===== src/rtl/clk_rate_pkg.sv =====
// Shared types, rate table and request arithmetic for the
// run-time selectable clock generator.
package clk_rate_pkg;

  localparam int RATE_SEL_W = 3;
  localparam int CTR_W      = 26;
  localparam int NUM_RATES  = 8;

  typedef logic [RATE_SEL_W-1:0] sel_t;
  typedef logic [CTR_W-1:0]      ctr_t;

  typedef enum logic [1:0] {
    IDLE,
    LOW,
    HIGH
  } state_t;

  typedef struct packed {
    logic load;
    logic up;
    logic down;
    sel_t sel;
  } rate_req_t;

  // Half-period length in 100 MHz cycles, before simulation scaling
  function automatic ctr_t half_period(input sel_t sel);
    ctr_t h;
    case (sel)
      3'd0:    h = 26'd50_000_000;
      3'd1:    h = 26'd5_000_000;
      3'd2:    h = 26'd500_000;
      3'd3:    h = 26'd50_000;
      3'd4:    h = 26'd25_000;
      3'd5:    h = 26'd12_500;
      3'd6:    h = 26'd10_000;
      default: h = 26'd5_000;
    endcase
    return h;
  endfunction

  // load wins over up, up wins over down; steps saturate
  function automatic sel_t next_sel(
    input rate_req_t req,
    input sel_t      base
  );
    sel_t n;
    n = base;
    priority case (1'b1)
      req.load: n = req.sel;
      req.up:   n = (base == '1) ? base : base + 1'b1;
      req.down: n = (base == '0) ? base : base - 1'b1;
      default:  n = base;
    endcase
    return n;
  endfunction

endpackage


===== src/rtl/rate_select_reg.sv =====
// Rate request register: holds the rate in effect and a pending
// request that is promoted only at a period boundary.
module rate_select_reg
  import clk_rate_pkg::*;
#(
  parameter int DEFAULT_SEL = 3
) (
  input  logic      clk,
  input  logic      rst_n,
  input  logic      idle,
  input  logic      boundary,
  input  rate_req_t req,
  output sel_t      cur_sel,
  output logic      change_pending
);

  sel_t pend_sel;
  sel_t base;
  sel_t nxt;
  logic req_v;

  always_comb begin
    base  = change_pending ? pend_sel : cur_sel;
    nxt   = next_sel(req, base);
    req_v = req.load | req.up | req.down;
  end

  always_ff @(posedge clk or negedge rst_n) begin
    if (!rst_n) begin
      cur_sel        <= sel_t'(DEFAULT_SEL);
      pend_sel       <= sel_t'(DEFAULT_SEL);
      change_pending <= 1'b0;
    end else if (idle) begin
      // No period running: apply straight away
      change_pending <= 1'b0;
      if (req_v) begin
        cur_sel  <= nxt;
        pend_sel <= nxt;
      end else if (change_pending) begin
        cur_sel <= pend_sel;
      end
    end else begin
      if (boundary && change_pending) begin
        cur_sel        <= pend_sel;
        change_pending <= 1'b0;
      end
      if (req_v) begin
        pend_sel       <= nxt;
        change_pending <= 1'b1;
      end
    end
  end

endmodule


===== src/rtl/clk_rate_controller.sv =====
// Shared-counter clock divider with glitch-free rate switching
// at period boundaries.
module clk_rate_controller
  import clk_rate_pkg::*;
#(
  parameter int DEFAULT_SEL = 3,
  parameter int SIM_DIVISOR = 1
) (
  input  logic                  incoming_CLK100MHZ,
  input  logic                  CPU_RESETN,
  input  logic                  run,
  input  logic                  load,
  input  logic [RATE_SEL_W-1:0] sel_in,
  input  logic                  rate_up,
  input  logic                  rate_down,
  output logic                  outgoing_CLK,
  output logic                  tick,
  output logic [RATE_SEL_W-1:0] cur_sel,
  output logic                  change_pending
);

  state_t    state;
  ctr_t      ctr;
  ctr_t      lim;
  ctr_t      lim_tbl [NUM_RATES];
  logic      at_lim;
  logic      boundary;
  rate_req_t req;

  // Compare values folded to constants at elaboration
  for (genvar g = 0; g < NUM_RATES; g++) begin : g_lim
    localparam ctr_t L =
      half_period(sel_t'(g)) / ctr_t'(SIM_DIVISOR) - ctr_t'(1);
    assign lim_tbl[g] = L;
  end

  always_comb begin
    req.load = load;
    req.up   = rate_up;
    req.down = rate_down;
    req.sel  = sel_in;
  end

  assign lim      = lim_tbl[cur_sel];
  assign at_lim   = (ctr == lim);
  assign boundary = (state == HIGH) && at_lim;

  rate_select_reg #(
    .DEFAULT_SEL(DEFAULT_SEL)
  ) u_sel (
    .clk           (incoming_CLK100MHZ),
    .rst_n         (CPU_RESETN),
    .idle          (state == IDLE),
    .boundary      (boundary),
    .req           (req),
    .cur_sel       (cur_sel),
    .change_pending(change_pending)
  );

  always_ff @(posedge incoming_CLK100MHZ or negedge CPU_RESETN) begin
    if (!CPU_RESETN) begin
      state        <= IDLE;
      ctr          <= '0;
      outgoing_CLK <= 1'b0;
      tick         <= 1'b0;
    end else begin
      tick <= 1'b0;
      unique case (state)
        IDLE: begin
          ctr          <= '0;
          outgoing_CLK <= 1'b0;
          if (run) state <= LOW;
        end
        LOW: begin
          if (at_lim) begin
            ctr          <= '0;
            outgoing_CLK <= 1'b1;
            tick         <= 1'b1;
            state        <= HIGH;
          end else begin
            ctr <= ctr + 1'b1;
          end
        end
        HIGH: begin
          // run is only looked at here so a period is never cut short
          if (at_lim) begin
            ctr          <= '0;
            outgoing_CLK <= 1'b0;
            state        <= run ? LOW : IDLE;
          end else begin
            ctr <= ctr + 1'b1;
          end
        end
        default: begin
          ctr          <= '0;
          outgoing_CLK <= 1'b0;
          state        <= IDLE;
        end
      endcase
    end
  end

endmodule


===== config.mk =====
export PLATFORM = sky130hd
export DESIGN_NAME = clk_rate_controller
export DESIGN_NICKNAME = d
export VERILOG_FILES = /design/src/rtl/clk_rate_pkg.sv /design/src/rtl/rate_select_reg.sv /design/src/rtl/clk_rate_controller.sv
export SDC_FILE = /design/constraint.sdc
export NUM_CORES = 1
export LEC_CHECK = 0
export CAP_MARGIN = 20
export CORE_ASPECT_RATIO = 0.75
export CORE_MARGIN = 4
export CORE_UTILIZATION = 55
export DETAILED_ROUTE_END_ITERATION = 8
export HOLD_SLACK_MARGIN = 0.08
export PLACE_DENSITY_LB_ADDON = 0.05
export SLEW_MARGIN = 20
export SYNTH_ARGS = -nofsm -noshare
export SYNTH_HDL_FRONTEND = slang
export SYNTH_SLANG_ARGS = --single-unit

===== constraint.sdc =====
create_clock -name incoming_CLK100MHZ -period 3.1 [get_ports incoming_CLK100MHZ]
set_clock_uncertainty 0.15 [all_clocks]
set_input_delay 0.775 -clock incoming_CLK100MHZ [delete_from_list [all_inputs] [get_ports incoming_CLK100MHZ]]
set_output_delay 0.775 -clock incoming_CLK100MHZ [all_outputs]
set_load 0.02 [all_outputs]

==> results of run 1 <==
## path summary, 6_finish.rpt
path                       slack [ps]                           from  cells past startpoint                       endpoint
setup / recovery                  280   u_sel.cur_sel[0]$_DFFE_PN1P_                      9           state[0]$_DFFE_PN0P_
hold / removal                    350  u_sel.pend_sel[0]$_DFFE_PN1N_                      2  u_sel.pend_sel[0]$_DFFE_PN1N_
setup reg to reg                  280   u_sel.cur_sel[0]$_DFFE_PN1P_                      9           state[0]$_DFFE_PN0P_
hold reg to reg                   350  u_sel.pend_sel[0]$_DFFE_PN1N_                      2  u_sel.pend_sel[0]$_DFFE_PN1N_
max in group asynchronous        1870                     CPU_RESETN                      1       outgoing_CLK$_DFFE_PN0P_
min in group asynchronous         420                     CPU_RESETN                      1              ctr[23]$_DFF_PN0_
## metal layers
layer,part of all wire (%),routed length (um),global-route usage (%)
met4,0.76,42,5.93
met1,49,2720,29.5
met5,0,0,0
met3,6.3,350,4.08
met2,44,2410,32.3
## flip-flops by register name, indices dropped and copies added, names as in the netlist
name                  count
u_sel.change_pending      1
state                     2
u_sel.cur_sel             3
ctr                      26
outgoing_CLK              1
u_sel.pend_sel            3
tick                      1
## power by group through the flow
stage | Combinational [mW] | Clock, mW | Sequential [mW]
6_report | 0.0993 | 0.355 | 0.504
5_1_grt | 0.118 | 0.383 | 0.506
4_1_cts | 0.101 | 0.363 | 0.504
3_5_place_dp | 0.101 | 0 | 0.514
3_3_place_gp | 0.0963 | 0 | 0.513
2_1_floorplan | 0.0659 | 0 | 0.511
## stage by stage
stage | total power, mW | cell area, um2 | utilization [%] | setup WS (ps)
after global placement | 0.610 | 2700 | 63.9 | 380
after detailed placement | 0.615 | 2700 | 63.9 | 333
final | 0.958 | 2800 | 66.2 | 276
after CTS | 0.968 | 2800 | 66.2 | 314
after floorplan | 0.577 | 2510 | - | 362
after global routing | 1.01 | 2800 | 66.2 | 138
## final cells by class
class | instances | area [um2]
inverters | 21 | 78.8
fillers | 358 | 1430
multi-input cells | 212 | 1450
clock buffers | 6 | 82.6
well taps | 55 | 68.8
clock inverters | 2 | 13.8
flip-flops and latches | 37 | 931
repair buffers | 18 | 178
## critical path, cell delays in order (launching register included)
cell and delay [ps]:
dfstp_2 690, inv_2 130, ha_1 350, xnor2_1 130, a211oi_1 210, a31oi_1 100
nor4_4 300, nand3_2 200, a2111o_1 420, o211ai_2 70
## cells in the final DEF, fill, tap and decap left out, drive strengths merged, types with 3 or more instances in the layout
| master | synthesis | routed |
|---|---|---|
| mux2i | 8 | 8 |
| a21oi | 11 | 11 |
| o22ai | 4 | 4 |
| dfstp | 4 | 4 |
| o21ai | 8 | 8 |
| nand2b | 3 | 3 |
| clkbuf | 2 | 6 |
| xor2 | 11 | 11 |
| ha | 16 | 16 |
| nand2 | 20 | 20 |
| clkdlybuf4s50 | 0 | 13 |
| and3 | 6 | 6 |
| nor2 | 39 | 39 |
| o211ai | 3 | 3 |
| mux2 | 4 | 4 |
| and4 | 5 | 5 |
| nand3 | 11 | 11 |
| nor4 | 4 | 4 |
| dfrtp | 33 | 33 |
| xnor2 | 22 | 22 |
| inv | 21 | 21 |
| nor3 | 12 | 12 |
| buf | 9 | 5 |
## logic make-up (layout without fill, tap and decap cells)
logic type,count (synthesis),after routing
AO/OA/AOI/OAI,43,43
buffers and inverters,32,47
XOR/XNOR,33,33
flip-flops,37,37
multiplexers,12,12
adder cells (fa/ha/maj),16,16
AND/OR/NAND/NOR,108,108
==> impl_summary.log, run 1 <==
[metrics] ports placed on the boundary: 15
[metrics] total wire length after detailed routing: 5.52 mm
[metrics] area fraction of the dominant cell type after synthesis: 32.9%
[metrics] simple-gate area share of the yosys netlist: 21.6%
[metrics] transition time at the pin with the least slew margin: 805 ps
[metrics] horizontal die dimension: 86.1 um
[metrics] die outline area: 5730 um2
[metrics] number of antenna cells inserted: 0
[metrics] initial antenna violation count: 0
[metrics] Max-Slew Margin vs Limit: 46.3%
[metrics] number of global-route vias before repair: 1,951
[metrics] total number of placement rows: 20
[metrics] mean instance size in the synthesized netlist: 8.95 um2
[metrics] number of placed cells counting well taps: 343
[metrics] count of buffers added by post-CTS timing repair for setup: 0
[metrics] sw power: 235 uW
[metrics] critical path capture point type: flop
[metrics] total count of max-transition violations in the final report: 0
[metrics] min cycle time layout: 2820 ps
[metrics] vertical die dimension: 66.5 um
[metrics] Internal Pwr Total: 723 uW
[metrics] startpoint type of the worst setup path: flop
[metrics] clock latency at the later pin of the worst-skew pair: 290 ps
[metrics] port bufs: 14
[metrics] H-tree Lvls: 2
[metrics] number of buffers created by CTS: 5
[metrics] flip-flop and latch count after synthesis: 37
[metrics] overall overflow remaining after global route: 0
[metrics] cell taking the most area after synthesis: dfrtp_1
[metrics] 1st-pass router iterations: 5
[metrics] clock tree from TritonCTS: yes
[metrics] count of flip-flops with a built-in enable after synthesis: 0
[metrics] CTS Buffer Depth: 2
[metrics] count of non-filler cells in the finished layout: 351
[metrics] leading cell types by count after synthesis: nor2_1, dfrtp_1, xnor2_1
[metrics] most area-consuming cells after synthesis: dfrtp_1, ha_1, xnor2_1, nor2_1, dfstp_2
[metrics] Fin Setup TNS: 0 ps
[metrics] library cell used as clock root buffer: clkbuf_8
[metrics] number of violations of the max-capacitance limit: 0
[metrics] share of the synthesized area in compound gates (AO/OA/AOI/OAI): 11.6%
[metrics] switching part of the total: 24.6%
[metrics] routed vias/inst: 5.85
[metrics] maximum clock frequency: 0.354 GHz
[metrics] Worst Path Max Fanout: 14
[metrics] HPWL after detailed placement: 4.16 mm
[metrics] leakage dissipation: 1.23 nW
[metrics] post-synth net total: 306
[metrics] Syn Inst Count: 281
[metrics] via count: 2,053
[metrics] maximum ir drop on the vdd rail: 0.240 mV
[metrics] Worst Path Arrival: 2890 ps
[metrics] remaining number of nets flagged by the antenna check after routing: 0
[metrics] category of the critical setup timing path: reg -> reg
[metrics] Pwr per Cell Area: 342 nW/um2
[metrics] routability congestion estimate from global placement: 0.902
[metrics] fraction of registers with async set/reset: 100%
[metrics] GR Util All Layers: 20.8%
[metrics] total number of yosys warnings: 0
[metrics] CTS Hold Buffers Added: 0
[metrics] fraction of synthesized area in multiplexers: 4.98%
[metrics] effective utilization at floorplan: 59.4%
[metrics] Post-Synth Adder-Cell Area: 7.96%
[metrics] endpoints failing hold: 0
[metrics] CTS Sinks: 37
[metrics] PostCTS Resize Cnt: 0
[metrics] share of power burned in registers: 52.6%
[metrics] Layout Nets: 320
[metrics] post-synthesis cell type count: 49
[metrics] xor-xnor portion of the synthesized cell area: 11.5%
[metrics] part of the total power dissipated in the clock network: 37.0%
[metrics] top-count cell post-synth: nor2_1
[metrics] placeable core region: 4230 um2
[metrics] combinational family with the most area after synthesis: simple AND/OR/NAND/NOR gates
[metrics] share of synthesized area occupied by flip-flops and latches: 37.0%
[metrics] outcome: complete, no violations
[metrics] Tightest Hold Check Type: reg -> reg
[metrics] fraction of layout instances using a drive strength above 1: 8.78%
[metrics] Comb power frac: 10.4%
[metrics] worst hold-check slack: 346 ps
[metrics] routed length per instance: 15.7 um
[metrics] starting DRC count in detailed routing: 198
[metrics] share of the clock period used by the worst path after layout: 91.1%
[metrics] RSZ-0062 raised after global routing: no
[metrics] area added between synthesis and finish: 11.4%
[metrics] Data required, critical path: 3160 ps
[metrics] pin count of the biggest net entering global routing: 38
[metrics] final-report setup violation count: 0
[metrics] Netlist Area Pre-Place: 2510 um2
[metrics] total DRC errors in the routed layout: 0
[metrics] wire length of the first global-routing pass: 9.27 mm
[metrics] most used flip-flop cell after synthesis: dfrtp_1
[metrics] Clock Pin Slew Worst Setup and Hold Paths: 70 ps
Note: power is estimated with default switching activity, not from simulation.
==> inputs of run 2 (changes only) <==
--- a/config.mk
+++ b/config.mk
@@ -8,7 +8,8 @@
 export CAP_MARGIN = 20
 export CORE_ASPECT_RATIO = 0.75
 export CORE_MARGIN = 4
-export CORE_UTILIZATION = 55
+export CORE_UTILIZATION = 60
+export CTS_BUF_LIST = sky130_fd_sc_hd__clkbuf_8
 export DETAILED_ROUTE_END_ITERATION = 8
 export HOLD_SLACK_MARGIN = 0.08
 export PLACE_DENSITY_LB_ADDON = 0.05
==> run 2 against run 1 <==
Cell area up 0.85%. Clock-buffer cell count unchanged. Worst hold slack better by 3.7 ps. Routed wire length down 2.2%. First-iteration DRC count up 1.0%. Via count down 0.54%. Power up 8.7%. Die area down 7.5%. Critical path depth unchanged. Highest routed layer unchanged.
==> impl_summary.log, run 2 (same netlist as run 1, synthesis figures left out) <==
[metrics] worst-path cell with the longest stage delay: dfstp_2
[metrics] port bufs: 14 (unchanged)
[metrics] horizontal die dimension: 82.7 um (-3.9%)
[metrics] fill cell count: 341 (-4.7%)
[metrics] final-report setup violation count: 0 (unchanged)
[metrics] initial antenna violation count: 0 (unchanged)
[metrics] startpoint type of the worst setup path: flop
[metrics] RSZ-0062 raised after global routing: no
[metrics] min cycle time layout: 2830 ps (+3.02 ps)
[metrics] Tightest Hold Check Type: reg -> reg
[metrics] Comb power frac: 9.6% (-0.8 points)
[metrics] most frequent standard cell in the layout excluding fill and tap cells: nor2_1
[metrics] Max-Slew Margin vs Limit: 46.2% (-0.14 points)
[metrics] HPWL after detailed placement: 4.02 mm (-3.4%)
[metrics] total DRC errors in the routed layout: 0 (unchanged)
[metrics] switching part of the total: 22.8% (-1.7 points)
[metrics] number of antenna cells inserted: 0 (unchanged)
[metrics] ports placed on the boundary: 15 (unchanged)
[metrics] vertical die dimension: 64.1 um (-3.7%)
[metrics] total wire length after detailed routing: 5.40 mm (-2.2%)
[metrics] total number of placement rows: 20 (unchanged)
[metrics] total count of max-transition violations in the final report: 0 (unchanged)
[metrics] leakage dissipation: 1.23 nW (+0.51%)
[metrics] PostCTS Resize Cnt: 0 (unchanged)
[metrics] fraction of layout instances using a drive strength above 1: 8.78% (unchanged)
[metrics] maximum ir drop on the vdd rail: 0.375 mV (+56%)
[metrics] Worst Path Arrival: 2890 ps (about the same)
[metrics] die outline area: 5300 um2 (-7.5%)
[metrics] part of the total power dissipated in the clock network: 42.1% (+5.1 points)
[metrics] CTS Hold Buffers Added: 0 (unchanged)
[metrics] Fin Setup TNS: 0 ps (unchanged)
[metrics] highest cell delay on the worst timing path: 670 ps (-20 ps)
[metrics] endpoints failing hold: 0 (unchanged)
[metrics] share of power burned in registers: 48.4% (-4.2 points)
[metrics] routability congestion estimate from global placement: 1.08 (+20%)
[metrics] effective utilization at floorplan: 62.0% (+2.6 points)
[metrics] Layout Nets: 320 (unchanged)
[metrics] critical path capture point type: flop
[metrics] number of buffers created by CTS: 5 (unchanged)
[metrics] clock latency at the later pin of the worst-skew pair: 290 ps (about the same)
[metrics] worst path cell trace: inv_2 -> ha_1 -> xnor2_1 -> a211oi_1 -> a31oi_1 -> nor4_4 -> nand3_2 -> a2111o_1 -> o211ai_2
[metrics] top library cells by usage in the layout, fill and taps aside: nor2_1, dfrtp_1, xnor2_1
[metrics] routed vias/inst: 5.82 (-0.54%)
[metrics] routed length per instance: 15.4 um (-2.2%)
[metrics] category of the critical setup timing path: reg -> reg
[metrics] Worst Path Max Fanout: 14 (unchanged)
[metrics] wire length of the first global-routing pass: 9.41 mm (+1.6%)
[metrics] Largest regs: ctr x26, u_sel.cur_sel x3, u_sel.pend_sel x3
[metrics] area added between synthesis and finish: 12.3%
[metrics] clock tree from TritonCTS: yes
[metrics] library cell used as clock root buffer: clkbuf_8
[metrics] starting DRC count in detailed routing: 200 (+1.0%)
[metrics] overall overflow remaining after global route: 0 (unchanged)
[metrics] H-tree Lvls: 2 (unchanged)
[metrics] transition time at the pin with the least slew margin: 807 ps (+2.12 ps)
[metrics] CTS Buffer Depth: 2 (unchanged)
[metrics] sw power: 238 uW (+1.0%)
[metrics] footprint of the flip-flops and latches: 931 um2 (unchanged)
[metrics] number of global-route vias before repair: 2,014 (+3.2%)
[metrics] number of violations of the max-capacitance limit: 0 (unchanged)
[metrics] Data required, critical path: 3160 ps (about the same)
[metrics] via count: 2,042 (-0.54%)
[metrics] GR Util All Layers: 23.0% (+2.2 points)
[metrics] multi-input combinational cell area: 1450 um2 (unchanged)
[metrics] overall power consumption: 1.04 mW (+8.7%)
[metrics] placeable core region: 4050 um2 (-4.1%)
[metrics] Pwr per Cell Area: 369 nW/um2 (+7.8%)
[metrics] remaining number of nets flagged by the antenna check after routing: 0 (unchanged)
[metrics] 1st-pass router iterations: 4 (-1)
[metrics] CTS Sinks: 37 (unchanged)
[metrics] Internal Pwr Total: 804 uW (+11%)
[metrics] count of buffers added by post-CTS timing repair for setup: 0 (unchanged)
[metrics] share of the clock period used by the worst path after layout: 91.2% (+0.098 points)
[metrics] maximum clock frequency: 0.354 GHz (-0.11%)
[metrics] Top reg by flops: ctr
[metrics] worst hold-check slack: 350 ps (+3.73 ps)
[metrics] max FFs per register: 26 (unchanged)
[metrics] pin count of the biggest net entering global routing: 38 (unchanged)
[metrics] Clock Pin Slew Worst Setup and Hold Paths: 70 ps (about the same)
[metrics] outcome: complete, no violations
[run 2: final timing paths]
check                           slack (ps)                     startpoint  depth (start not counted)                            end
min in group asynchronous              410                     CPU_RESETN                          1              ctr[19]$_DFF_PN0_
worst max register to register         270   u_sel.cur_sel[0]$_DFFE_PN1P_                          9           state[0]$_DFFE_PN0P_
max in group asynchronous             1860                     CPU_RESETN                          1   u_sel.cur_sel[2]$_DFFE_PN0P_
worst min-delay path                   350  u_sel.pend_sel[0]$_DFFE_PN1N_                          2  u_sel.pend_sel[0]$_DFFE_PN1N_
worst max-delay path                   270   u_sel.cur_sel[0]$_DFFE_PN1P_                          9           state[0]$_DFFE_PN0P_
worst min register to register         350  u_sel.pend_sel[0]$_DFFE_PN1N_                          2  u_sel.pend_sel[0]$_DFFE_PN1N_
[run 2: metrics by stage]
| step | cell area, um2 | worst slack, ps | std cells | util, % |
|---|---|---|---|---|
| after global routing | 2820 | 89.2 | 351 | 69.7 |
| after global placement | 2700 | 395 | 343 | 66.7 |
| after floorplan | 2510 | 362 | 281 | - |
| final | 2820 | 273 | 351 | 69.7 |
| after CTS | 2820 | 276 | 351 | 69.7 |
| after detailed placement | 2700 | 296 | 343 | 66.7 |
[run 2: cell type report]
type / instances / share of cell area [%]
Tap cell: 55 / 2.44
Timing Repair Buffer: 18 / 6.29
Sequential cell: 37 / 33.0
Clock buffer: 6 / 2.92
Clock inverter: 2 / 1.33
Multi-Input combinational cell: 212 / 51.3
Inverter: 21 / 2.79
[run 2: power by group through the flow]
stage | Clock [mW] | Sequential, mW | Combinational, mW
floorplan | 0 | 0.511 | 0.0659
global placement | 0 | 0.513 | 0.0979
detailed placement | 0 | 0.513 | 0.102
CTS | 0.449 | 0.504 | 0.101
global route | 0.474 | 0.505 | 0.114
finish | 0.438 | 0.504 | 0.0996
[run 2: metal layers]
layer | vias up | part of all wire [%] | global-route usage, %
met5 | - | 0 | 0
li1 | 993 | - | -
met3 | 18 | 6.3 | 6.06
met2 | 64 | 45 | 33.7
met4 | 0 | 1.7 | 7.96
met1 | 967 | 47 | 32.6
[run 2: worst max-delay path: cells and delay by family (launching register included)]
| family | cells | cell delay, ps |
|---|---|---|
| buffers and inverters | 1 | 140 |
| adders and majority gates | 1 | 340 |
| DFF | 1 | 670 |
| AOI/OAI and AO/OA | 4 | 810 |
| xor gates and xnor gates | 1 | 130 |
| and+or+nand+nor | 2 | 510 |
==> inputs of run 3 (changes only) <==
--- a/config.mk
+++ b/config.mk
@@ -8,11 +8,11 @@
 export CAP_MARGIN = 20
 export CORE_ASPECT_RATIO = 0.75
 export CORE_MARGIN = 4
-export CORE_UTILIZATION = 60
+export CORE_UTILIZATION = 56
 export CTS_BUF_LIST = sky130_fd_sc_hd__clkbuf_8
 export DETAILED_ROUTE_END_ITERATION = 8
 export HOLD_SLACK_MARGIN = 0.08
-export PLACE_DENSITY_LB_ADDON = 0.05
+export PLACE_DENSITY = 0.89
 export SLEW_MARGIN = 20
 export SYNTH_ARGS = -nofsm -noshare
 export SYNTH_HDL_FRONTEND = slang
==> constraint.sdc (replaced) <==
create_clock -name incoming_CLK100MHZ -period 2.4 [get_ports incoming_CLK100MHZ]
set_clock_uncertainty 0.15 [all_clocks]
set_input_delay 0.6 -clock incoming_CLK100MHZ [delete_from_list [all_inputs] [get_ports incoming_CLK100MHZ]]
set_output_delay 0.6 -clock incoming_CLK100MHZ [all_outputs]
set_load 0.02 [all_outputs]
==> run 3 against run 2 <==
The flow now finishes with violations (setup timing). Largest power group unchanged. Combinational power increased by 59%. Largest cell class unchanged. Maximum frequency up 8.7%. Clock-buffer cell count increased by 1. Critical path type unchanged.
==> impl_summary.log, run 3 (same netlist as run 1, synthesis figures left out) <==
[metrics] outcome: complete, but fails checks
[metrics] violated checks: setup timing
[metrics] count of non-filler cells in the finished layout: 375 (+6.8%)
[metrics] critical path capture point type: flop
[metrics] overall overflow remaining after global route: 0 (unchanged)
[metrics] total number of placement rows: 20 (unchanged)
[metrics] CTS Sinks: 37 (unchanged)
[metrics] ports placed on the boundary: 15 (unchanged)
[metrics] Tightest Hold Check Type: in -> async
[metrics] remaining number of nets flagged by the antenna check after routing: 0 (unchanged)
[metrics] top library cells by usage in the layout, fill and taps aside: nor2_1, dfrtp_1, buf_4
[metrics] total count of max-transition violations in the final report: 0 (unchanged)
[metrics] die outline area: 5640 um2 (+6.3%)
[metrics] max FFs per register: 26 (unchanged)
[metrics] area added between synthesis and finish: 23.2%
[metrics] 1st-pass router iterations: 5 (+1)
[metrics] overall power consumption: 1.30 mW (+25%)
[metrics] Worst Path Arrival: 2680 ps (-210 ps)
[metrics] Top reg by flops: ctr
[metrics] Data required, critical path: 2480 ps (-680 ps)
[metrics] RSZ-0062 raised after global routing: yes
[metrics] buffers plus inverters on the worst setup path: 1 (unchanged)
[metrics] Pwr per Cell Area: 420 nW/um2 (+14%)
[metrics] number of buffers created by CTS: 5 (unchanged)
[metrics] number of violations of the max-capacitance limit: 0 (unchanged)
[metrics] pin count of the biggest net entering global routing: 38 (unchanged)
[metrics] via count: 2,183 (+6.9%)
[metrics] number of antenna cells inserted: 0 (unchanged)
[metrics] fill cell count: 288 (-16%)
[metrics] routability congestion estimate from global placement: 1.05 (-2.8%)
[metrics] Max-Slew Margin vs Limit: 46.2% (about the same)
[metrics] HPWL after detailed placement: 4.56 mm (+13%)
[metrics] routed vias/inst: 5.82 (about the same)
[metrics] starting DRC count in detailed routing: 213 (+6.5%)
[metrics] Worst Path Max Fanout: 6 (-8)
[metrics] number of placed cells counting well taps: 363 (+5.8%)
[metrics] library cell used as clock root buffer: clkbuf_8
[metrics] leakage dissipation: 1.35 nW (+9.3%)
[metrics] port bufs: 14 (unchanged)
[metrics] Layout Nets: 344 (+7.5%)
[metrics] clock latency at the later pin of the worst-skew pair: 300 ps (about the same)
[metrics] startpoint type of the worst setup path: flop
[metrics] most frequent standard cell in the layout excluding fill and tap cells: nor2_1
[metrics] wire length of the first global-routing pass: 10.9 mm (+16%)
[metrics] CTS Buffer Depth: 2 (unchanged)
[metrics] category of the critical setup timing path: reg -> reg
[metrics] share of the clock period used by the worst path after layout: 108% (+17 points)
[metrics] routed length per instance: 17.3 um (+12%)
[metrics] worst path cell trace: inv_2 -> ha_4 -> xnor2_1 -> a211oi_2 -> a31oi_2 -> nor4_4 -> nand3_2 -> a2111o_1 -> o211ai_2
[metrics] GR Util All Layers: 25.0% (+2.0 points)
[metrics] fraction of layout instances using a drive strength above 1: 21.3% (+12 points)
[metrics] total DRC errors in the routed layout: 0 (unchanged)
[metrics] H-tree Lvls: 2 (unchanged)
[metrics] number of global-route vias before repair: 2,179 (+8.2%)
[metrics] Clock Pin Slew Worst Setup and Hold Paths: 80 ps (about the same)
[metrics] final-report setup violation count: 33 (+33)
[metrics] dominant delay contributor by cell family on the critical path: compound AO/OA/AOI/OAI gates
[metrics] Fin Setup TNS: -4910 ps (-4910 ps)
[metrics] min cycle time layout: 2600 ps (-227 ps)
[metrics] placeable core region: 4180 um2 (+3.1%)
[metrics] pre-CTS setup slack: -209 ps (-506 ps)
[metrics] clock tree from TritonCTS: yes
[metrics] maximum ir drop on the vdd rail: 0.315 mV (-16%)
[metrics] maximum clock frequency: 0.385 GHz (+8.7%)
[metrics] Largest regs: ctr x26, u_sel.cur_sel x3, u_sel.pend_sel x3
[metrics] CTS Hold Buffers Added: 0 (unchanged)
[metrics] total wire length after detailed routing: 6.48 mm (+20%)
[metrics] transition time at the pin with the least slew margin: 808 ps (+0.0829 ps)
[metrics] horizontal die dimension: 85.4 um (+3.2%)
[metrics] final worst-path setup slack: -200 ps (-473 ps)
[metrics] worst-path cell with the longest stage delay: dfstp_2
[metrics] effective utilization at floorplan: 60.1% (-1.9 points)
[metrics] vertical die dimension: 66.0 um (+3.1%)
[metrics] initial antenna violation count: 0 (unchanged)
[metrics] endpoints failing hold: 0 (unchanged)
[metrics] highest cell delay on the worst timing path: 580 ps (-90 ps)
## run 3: cell types whose count changed in the layout (fill, tap and decap cells not counted), moves of 2 or more
| cell | change |
|---|---|
| ha_2 | +3 |
| buf_6 | +2 |
| ha_1 | -5 |
| ha_4 | +2 |
| buf_4 | +22 |
## run 3: final cells by class
class / instances / area [um2] / area share, %
sequential: 37 / 931 / 30.0
timing repair buffer: 42 / 364 / 11.8
clock buffer: 7 / 96.3 / 3.11
multi-input combinational: 212 / 1550 / 50.1
tap: 55 / 68.8 / 2.22
inverter: 21 / 81.3 / 2.63
clock inverter: 1 / 5.00 / 0.162
## run 3: routing by layer
layer	vias to the layer above	track usage (%)	share of wire, %	routed length (um)
met1	1040	36.6	47	3040
met3	11	5.11	7.2	464
met5	-	0	0	0
met4	0	10.3	1.9	125
li1	1039	-	-	-
met2	93	35.9	44	2850
## run 3: path summary, 6_finish.rpt
| path | cells after the start | slack (ps) | to | start |
|---|---|---|---|---|
| max | 9 | -200 | state[0]$_DFFE_PN0P_ | u_sel.cur_sel[0]$_DFFE_PN1P_ |
| max in group asynchronous | 1 | 1340 | ctr[10]$_DFF_PN0_ | CPU_RESETN |
| min reg2reg | 2 | 340 | u_sel.pend_sel[0]$_DFFE_PN1N_ | u_sel.pend_sel[0]$_DFFE_PN1N_ |
| max reg2reg | 9 | -200 | state[0]$_DFFE_PN0P_ | u_sel.cur_sel[0]$_DFFE_PN1P_ |
| min in group incoming_CLK100MHZ | 2 | 340 | u_sel.pend_sel[0]$_DFFE_PN1N_ | u_sel.pend_sel[0]$_DFFE_PN1N_ |
| min | 1 | 230 | ctr[1]$_DFF_PN0_ | CPU_RESETN |
## run 3: worst reg2reg max path, delay by kind of cell, from the launching register on
| family | cells | cell delay [ps] |
|---|---|---|
| AO/OA/AOI/OAI | 4 | 760 |
| flip-flops | 1 | 580 |
| AND/OR/NAND/NOR | 2 | 540 |
| adder cells (fa/ha/maj) | 1 | 260 |
| XOR/XNOR | 1 | 160 |
| buffers and inverters | 1 | 90 |
## run 3: power breakdown
part	leakage (nW)	total [mW]	internal [mW]	switching, mW
Combinational	0.824	0.158	0.0779	0.0801
Sequential	0.471	0.654	0.642	0.0116
Clock	0.0542	0.490	0.260	0.230
## run 3: per-stage QoR
stage | util, % | hold slack (ps) | area, um2
floorplan | - | 154 | 2560
global placement | 69.1 | 339 | 2890
detailed placement | 69.1 | 345 | 2890
CTS | 73.2 | 267 | 3060
global route | 74.1 | 310 | 3100
finish | 74.1 | 232 | 3100
## run 3: repair_timing
| action | 4_1_cts | 5_1_grt |
|---|---|---|
| endpoints found under the hold margin | 0 | 0 |
| endpoints found under the setup margin | 34 | 37 |
| buffers inserted | 4 | 0 |
| pin swaps | 7 | 4 |
| gates resized for setup | 13 | 9 |
